[src/rtl/rx_word_aligner.sv]
// rx_word_aligner: finds the K28.5 comma in the unaligned deserializer words,
// locks a bit offset through a LOS/CHECK/SYNC state machine and emits
// word-aligned 10-bit codes with a one-clock latency.
module rx_word_aligner #(
  parameter int SYNC_COMMAS    = 3,
  parameter int MISALIGN_LIMIT = 4,
  parameter int TIMEOUT_WORDS  = 1024
) (
  input  logic       clk,
  input  logic       rst,
  input  logic [9:0] c_parallel_in,
  input  logic       c_data_valid_in,
  output logic [9:0] d_aligned_out,
  output logic       d_data_valid,
  output logic       d_comma_det,
  output logic       sync_ok,
  output logic [3:0] align_offset,
  output logic [7:0] los_cnt
);

  localparam logic [9:0] K28_5_RDM = 10'b0011111010;
  localparam logic [9:0] K28_5_RDP = 10'b1100000101;
  localparam int CW = $clog2(SYNC_COMMAS + 1);
  localparam int MW = $clog2(MISALIGN_LIMIT + 1);
  localparam int TW = $clog2(TIMEOUT_WORDS + 1);

  typedef enum logic [1:0] {ST_LOS, ST_CHECK, ST_SYNC} state_t;

  state_t          state_reg, state_next;
  logic [CW-1:0]   cnt_reg, cnt_next;
  logic [MW-1:0]   mis_reg, mis_next;
  logic [TW-1:0]   tmo_reg, tmo_next;
  logic [3:0]      offset_next;
  logic [7:0]      los_next;
  logic [9:0]      prev_word;
  logic [19:0]     window;
  logic [9:0]      cand [10];
  logic [9:0]      match;
  logic            any_comma;
  logic [3:0]      first_k;
  logic            locked_hit;
  logic            lose;

  // Previous valid word supplies the upper half of the 20-bit search window.
  assign window = {prev_word, c_parallel_in};

  generate
    for (genvar gi = 0; gi < 10; gi++) begin : g_cand
      assign cand[gi]  = window[19-gi -: 10];
      assign match[gi] = (cand[gi] == K28_5_RDM) || (cand[gi] == K28_5_RDP);
    end
  endgenerate

  assign any_comma  = |match;
  assign locked_hit = match[align_offset];
  assign sync_ok    = (state_reg == ST_SYNC);

  // Priority encoder: scanning downward leaves the lowest matching offset.
  always_comb begin
    first_k = 4'd0;
    for (int k = 9; k >= 0; k--) begin
      if (match[k]) first_k = 4'(k);
    end
  end

  // Next-state and counter logic; only valid words advance the machine.
  always_comb begin
    state_next  = state_reg;
    cnt_next    = cnt_reg;
    mis_next    = mis_reg;
    tmo_next    = tmo_reg;
    offset_next = align_offset;
    los_next    = los_cnt;
    lose        = 1'b0;
    if (c_data_valid_in) begin
      case (state_reg)
        ST_LOS: begin
          if (any_comma) begin
            offset_next = first_k;
            cnt_next    = CW'(1);
            state_next  = (SYNC_COMMAS == 1) ? ST_SYNC : ST_CHECK;
          end
        end
        ST_CHECK: begin
          if (locked_hit) begin
            cnt_next = cnt_reg + CW'(1);
            if (cnt_reg == CW'(SYNC_COMMAS - 1)) state_next = ST_SYNC;
          end else if (any_comma) begin
            offset_next = first_k;
            cnt_next    = CW'(1);
          end
        end
        ST_SYNC: begin
          if (locked_hit) begin
            mis_next = '0;
            tmo_next = '0;
          end else begin
            tmo_next = tmo_reg + TW'(1);
            if (tmo_reg == TW'(TIMEOUT_WORDS - 1)) lose = 1'b1;
            if (any_comma) begin
              mis_next = mis_reg + MW'(1);
              if (mis_reg == MW'(MISALIGN_LIMIT - 1)) lose = 1'b1;
            end
          end
          if (lose) begin
            state_next = ST_LOS;
            cnt_next   = '0;
            mis_next   = '0;
            tmo_next   = '0;
            if (los_cnt != 8'hFF) los_next = los_cnt + 8'd1;
          end
        end
        default: state_next = ST_LOS;
      endcase
    end
  end

  // State, counters, history word and locked offset.
  always_ff @(posedge clk or posedge rst) begin
    if (rst) begin
      state_reg    <= ST_LOS;
      cnt_reg      <= '0;
      mis_reg      <= '0;
      tmo_reg      <= '0;
      align_offset <= 4'd0;
      los_cnt      <= 8'd0;
      prev_word    <= 10'd0;
    end else begin
      state_reg    <= state_next;
      cnt_reg      <= cnt_next;
      mis_reg      <= mis_next;
      tmo_reg      <= tmo_next;
      align_offset <= offset_next;
      los_cnt      <= los_next;
      if (c_data_valid_in) prev_word <= c_parallel_in;
    end
  end

  // Output word uses the offset in force before this word's state update.
  always_ff @(posedge clk or posedge rst) begin
    if (rst) begin
      d_aligned_out <= 10'd0;
      d_data_valid  <= 1'b0;
      d_comma_det   <= 1'b0;
    end else if (c_data_valid_in && (state_reg != ST_LOS)) begin
      d_aligned_out <= cand[align_offset];
      d_data_valid  <= 1'b1;
      d_comma_det   <= locked_hit;
    end else begin
      d_data_valid  <= 1'b0;
      d_comma_det   <= 1'b0;
    end
  end

endmodule

[config.mk]
export PLATFORM = sky130hd
export DESIGN_NAME = rx_word_aligner
export DESIGN_NICKNAME = d
export VERILOG_FILES = /design/src/rtl/rx_word_aligner.sv
export SDC_FILE = /design/constraint.sdc
export NUM_CORES = 1
export LEC_CHECK = 0
export ABC_CLOCK_PERIOD_IN_PS = 6900
export CORE_MARGIN = 4
export CORE_UTILIZATION = 50
export CTS_CLUSTER_SIZE = 16
export DETAILED_ROUTE_END_ITERATION = 10
export DONT_BUFFER_PORTS = 1
export PLACE_DENSITY = 0.67
export SLEW_MARGIN = 5
export SYNTH_ARGS = -nofsm -noshare
export SYNTH_HDL_FRONTEND = slang
export SYNTH_SLANG_ARGS = --single-unit
[constraint.sdc]
create_clock -name clk -period 6.9 [get_ports clk]
set_clock_uncertainty 0.15 [all_clocks]
set_input_delay 1.035 -clock clk [delete_from_list [all_inputs] [get_ports clk]]
set_output_delay 1.035 -clock clk [all_outputs]
set_load 0.01 [all_outputs]
==> metrics.csv, run 1 <==
stage;metric;value;unit
synthesis;flops & latches, synth;52;
timing;Period minus WS final;3648;ps
timing;Slew Limit Fails;0;
power_and_ir_drop;Power Density;303.0;nW/um^2
floorplan;# IOs;38;
synthesis;fraction of the yosys area taken by sequential cells;0.3492;
synthesis;number of distinct library cells after synthesis;64;
floorplan;CORE AREA;7253;um^2
placed_design;placed cell count;477;
placed_design;pre-CTS WS;2936;ps
worst_setup_path;startpoint class of the critical path;flip-flop;
power_and_ir_drop;Leakage;1.582;nW
floorplan;Die ar.;8897;um^2
cts;worst-skew pair later-pin latency;320;ps
synthesis;cell accounting for the most synthesized area;dfrtp_1;
global_route;gr usage total;0.2190;
cts;Post-CTS Hold Fix Bufs;0;
cells_and_area;post-route insts no fill;485;
timing;final worst slack;3252;ps
routing;Via Count;3121;
routing;Residual DRC;0;
cts;TritonCTS buffer count;5;
cts;CTS clock-pin slew for the worst setup and hold paths;100;ps
min_path;worst hold stages;2;
worst_setup_path;R2R cell count;8;
synthesis;Yosys warning total;0;
synthesis;top-count cell post-synth;dfrtp_1;
cts;CTS tree;built;
synthesis;asr flop ratio synth;1.000;
synthesis;Commonest cells post-synth;dfrtp_1 (52), nand2_1 (45), nor2_1 (24);
run_status;status;finished clean;
routing;post-route ant nets;0;
timing;achievable frequency;0.2741;GHz
worst_setup_path;WP data arrival;3710;ps
synthesis;Post-synth EDFFs;0;
cells_and_area;# fillers;679;
global_route;largest net degree at the start of global routing;53;
synthesis;Mapped Cells;406;
synthesis;Mapped Area;3726;um^2
flow_run;max cap viols;0;
routing;Routed WL per cell;18.84;um
routing;DRC violation total after the first TritonRoute iteration;157;
timing;final hold vios;0;
worst_setup_path;crit path kind;reg -> reg;
timing;Slew headroom;0.2745;
min_path;Hold Path Class;reg -> reg;
synthesis;Synth top area share;0.3492;
cells_and_area;design area;3841;um^2
cells_and_area;share of layout cells above drive strength 1;0.1321;
power_and_ir_drop;peak supply drop;0.1457;mV
timing;Least-Margin Pin Slew;1087;ps
cts;clk buf depth;2;
cts;post-cts resize count;0;
routing;vias per std cell;6.435;
routing;Post-Route WL;9.137;mm
cts;CTS root buf;clkbuf_8;
global_route;gr ovfl total;0;
timing;Setup Total Neg Slack;0;ps
cells_and_area;ANT cells;0;
cells_and_area;Area Growth Syn to Fin;3.089;%
timing;RSZ-0062 raised after global routing;no;
placed_design;Port Buffers;0;
timing;ratio of final minimum period to clock period;0.5288;
timing;Fin Hold WS;349.9;ps
global_route;antenna violations before repair;0;
cells_and_area;nets;407;
cells_and_area;max FFs per register;11;
routing;1st-pass router iterations;4;
placed_design;Area after DPL;3730;um^2
global_route;vias in the first global route;3085;
floorplan;Die Y-Extent;94.33;um
synthesis;dominant cells by area after synthesis;dfrtp_1 (35%), mux2_2 (6.6%), mux4_2 (5.4%);
worst_setup_path;Req. time, crit path;6960;ps
worst_setup_path;CP endpoint kind;flip-flop;
synthesis;synthesized area per cell;9.178;um^2
cts;clk sink count;52;
synthesis;ys flop type;dfrtp_1;
floorplan;Die W;94.33;um
floorplan;Initial Util;0.5137;
synthesis;synthesized net count;428;
floorplan;Core Rows;31;
worst_setup_path;Max FO, Critical Path;17;
placed_design;GPL Wtd Cong;0.9150;
cts;Post-CTS Setup Bufs;0;
global_route;global-route wire length before repair;15.39;mm
cts;htree depth;2;
timing;count of final setup violators;0;
placed_design;hpwl dp;6.320;mm
-- cells in the final DEF (no fill, tap or decap), types with 10 or more instances in the layout --
cell      n
nand2_1  45
nor3_1   11
inv_1    13
nor4_1   11
mux2_2   22
nand3_1  10
dfrtp_1  52
o21ai_0  12
a21oi_1  19
nor2_1   24
-- critical path, stage by stage, from the launching register on --
cell and delay [ps]:
dfrtp_1 660, nand2b_1 220, nor3_1 60, a41o_1 300, or4_1 620, o31a_1 330, o211ai_1 640, nand2b_1 240
mux2_2 340
-- layer usage --
layer / vias up / GRT usage / wire [um]
li1: 1471 / - / -
met1: 1526 / 0.2806 / 3848
met2: 109 / 0.3652 / 4431
met3: 15 / 0.06010 / 685
met4: 0 / 0.05776 / 172
met5: - / 0 / 0
-- logic make-up after synthesis --
group           Yosys count  synth area share
simple gates            168            0.2498
compound gates           89            0.1686
flops                    52            0.3492
buf+inv                  44           0.04936
mux                      35            0.1316
xor+xnor                  9           0.02116
fa+ha+maj                 9           0.03022
-- worst paths after layout --
check,from,end,slack (ps)
max,prev_word[0],los_cnt[1],3250
max in group asynchronous,rst,prev_word[4],5230
min reg2reg,mis_reg[2],mis_reg[2],350
max reg2reg,prev_word[0],los_cnt[1],3250
min,mis_reg[2],mis_reg[2],350
min in group asynchronous,rst,tmo_reg[8],710
-- through the flow --
step                      total power, mW  utilization
after floorplan                    0.8553            -
after global placement             0.9415       0.5142
after detailed placement           0.9507       0.5142
after CTS                           1.171       0.5296
after global routing                1.247       0.5296
final                               1.164       0.5296
-- report_power, final --
group | switching, mW | total (mW) | internal (mW)
Clock | 0.109 | 0.219 | 0.110
Combinational | 0.272 | 0.479 | 0.207
Sequential | 0.0977 | 0.465 | 0.368
-- area by class of cell --
cell class	instances	area [um^2]	share of cell area
clock buffer	6	72.57	0.01889
sequential	52	1301	0.3388
tap	99	123.9	0.03225
timing repair buffer	1	7.507	0.001954
clock inverter	2	38.79	0.01010
multi-input combinational	310	2241	0.5834
inverter	15	56.30	0.01466
No activity file was read; power rests on OpenSTA's default activity.
==> inputs of run 2 (changes only) <==
--- a/config.mk
+++ b/config.mk
@@ -5,7 +5,7 @@
 export SDC_FILE = /design/constraint.sdc
 export NUM_CORES = 1
 export LEC_CHECK = 0
-export ABC_CLOCK_PERIOD_IN_PS = 6900
+export ABC_CLOCK_PERIOD_IN_PS = 3400
 export CORE_MARGIN = 4
 export CORE_UTILIZATION = 50
 export CTS_CLUSTER_SIZE = 16
==> constraint.sdc (replaced) <==
create_clock -name clk -period 3.4 [get_ports clk]
set_clock_uncertainty 0.15 [all_clocks]
set_input_delay 0.51 -clock clk [delete_from_list [all_inputs] [get_ports clk]]
set_output_delay 0.51 -clock clk [all_outputs]
set_load 0.01 [all_outputs]
==> metrics.csv, run 2 (same netlist as run 1, synthesis figures left out) <==
stage;metric;value;unit
cells_and_area;share of layout cells above drive strength 1;0.1570;
worst_setup_path;crit path from;prev_word[1];
timing;Slew headroom;0.2841;
routing;Via Count;3180;
global_route;antenna violations before repair;0;
worst_setup_path;reg2reg end;los_cnt[1];
cells_and_area;nets;416;
worst_setup_path;crit path kind;reg -> reg;
routing;vias per std cell;6.437;
placed_design;placed cell count;486;
power_and_ir_drop;clock power share;0.184;
worst_setup_path;WP data arrival;3290;ps
placed_design;Port Buffers;0;
global_route;gr usage total;0.2088;
cells_and_area;post-route insts no fill;494;
floorplan;Die Y-Extent;94.33;um
worst_setup_path;Max FO, Critical Path;11;
routing;Routed WL per cell;18.07;um
timing;final hold vios;0;
worst_setup_path;Reg2Reg Setup Slack;160;ps
global_route;largest net degree at the start of global routing;53;
floorplan;# IOs;38;
timing;RSZ-0062 raised after global routing;no;
routing;1st-pass router iterations;5;
cts;htree depth;2;
routing;post-route ant nets;0;
power_and_ir_drop;power share of the sequential group;0.388;
cells_and_area;max FFs per register;11;
worst_setup_path;Req. time, crit path;3450;ps
timing;Slew Limit Fails;0;
timing;achievable frequency;0.3090;GHz
flow_run;max cap viols;0;
cts;worst-skew pair later-pin latency;310;ps
cts;post-cts resize count;0;
floorplan;Die W;94.33;um
global_route;vias in the first global route;2978;
power_and_ir_drop;Power Density;605.5;nW/um^2
timing;Period minus WS final;3236;ps
worst_setup_path;startpoint class of the critical path;flip-flop;
cells_and_area;highest-count cells in the layout ignoring fill and taps;dfrtp_1 (51), nand2_1 (45), nor2_1 (24);
cts;Post-CTS Setup Bufs;0;
min_path;Hold Path Class;in -> async;
global_route;gr ovfl total;0;
cts;Post-CTS Hold Fix Bufs;0;
floorplan;CORE AREA;7253;um^2
placed_design;GPL Wtd Cong;0.9120;
timing;count of final setup violators;0;
cts;clk sink count;52;
worst_setup_path;R2R cell count;9;
global_route;global-route wire length before repair;14.82;mm
routing;Residual DRC;0;
power_and_ir_drop;Comb pwr share;0.429;
power_and_ir_drop;Net Sw Frac;0.4059;
cts;CTS tree;built;
floorplan;Initial Util;0.5137;
placed_design;pre-CTS WS;169.0;ps
worst_setup_path;CP endpoint kind;flip-flop;
timing;Setup Total Neg Slack;0;ps
power_and_ir_drop;Leakage;1.622;nW
cells_and_area;Area Growth Syn to Fin;4.936;%
cells_and_area;commonest non-fill, non-tap cell in the layout;dfrtp_1;
cts;TritonCTS buffer count;5;
power_and_ir_drop;Internal Power;1.406;mW
cts;clk buf depth;2;
power_and_ir_drop;peak supply drop;0.2733;mV
timing;Least-Margin Pin Slew;1072;ps
worst_setup_path;Crit Reg-Reg Startpoint;prev_word[1];
run_status;status;finished clean;
routing;DRC violation total after the first TritonRoute iteration;227;
timing;final worst slack;163.9;ps
floorplan;Core Rows;31;
cts;CTS clock-pin slew for the worst setup and hold paths;100;ps
cts;CTS root buf;clkbuf_8;
power_and_ir_drop;Pwr Total;2.367;mW
placed_design;hpwl dp;6.339;mm
routing;Post-Route WL;8.927;mm
power_and_ir_drop;switching pwr;0.9610;mW
timing;ratio of final minimum period to clock period;0.9518;
cells_and_area;ANT cells;0;
floorplan;Die ar.;8897;um^2
-- run 2: changes by cell type in the layout (fill, tap and decap cells not counted), sizes merged --
cell / previous run / this run
buf: 1 / 10
clkbuf: 6 / 5
clkinv: 1 / 2
clkinvlp: 0 / 1
inv: 15 / 14
-- run 2: critical path, cell delays in order (launching register included) --
cell and delay [ps]:
dfrtp_1 480, buf_4 210, or4b_1 530, o21ai_1 340, nor2_1 100, or4_4 520
o211ai_1 110, buf_4 200, nand2b_1 160, mux2_2 340
-- run 2: final cells by class --
cell class | instances | area [um^2]
Sequential cell | 52 | 1303
Inverter | 15 | 56.30
Tap cell | 99 | 123.9
Multi-Input combinational cell | 310 | 2241
Clock buffer | 5 | 68.82
Timing Repair Buffer | 10 | 75.07
Clock inverter | 3 | 42.54
Fill cell | 682 | 3343
-- run 2: per-layer routing --
layer  routed length [um]  global-route usage
met5                    0                   0
met4                  146             0.06137
met3                  654             0.04728
met2                 4354              0.3392
met1                 3772              0.2794
-- run 2: power by group through the flow --
stage	logic, mW	clock network, mW	registers [mW]
floorplan	0.856	0	0.880
global placement	1.00	0	0.928
detailed placement	1.02	0	0.931
CTS	1.02	0.442	0.920
global route	1.14	0.468	0.942
finish	1.01	0.435	0.918
-- run 2: worst max-delay path by stage --
stage,end,cells past startpoint
finish,los_cnt[1],9
global route,los_cnt[1],10
CTS,los_cnt[1],9
detailed placement,los_cnt[1],9
global placement,los_cnt[1],9
floorplan,cnt_reg[1],10
-- run 2: through the flow --
stage | instance area (um^2) | utilization | hold WS [ps]
floorplan | 3726 | - | 298.5
global placement | 3797 | 0.5235 | 309.3
detailed placement | 3797 | 0.5235 | 326.9
CTS | 3909 | 0.5389 | 193.9
global route | 3910 | 0.5391 | 186.5
finish | 3910 | 0.5391 | 186.4
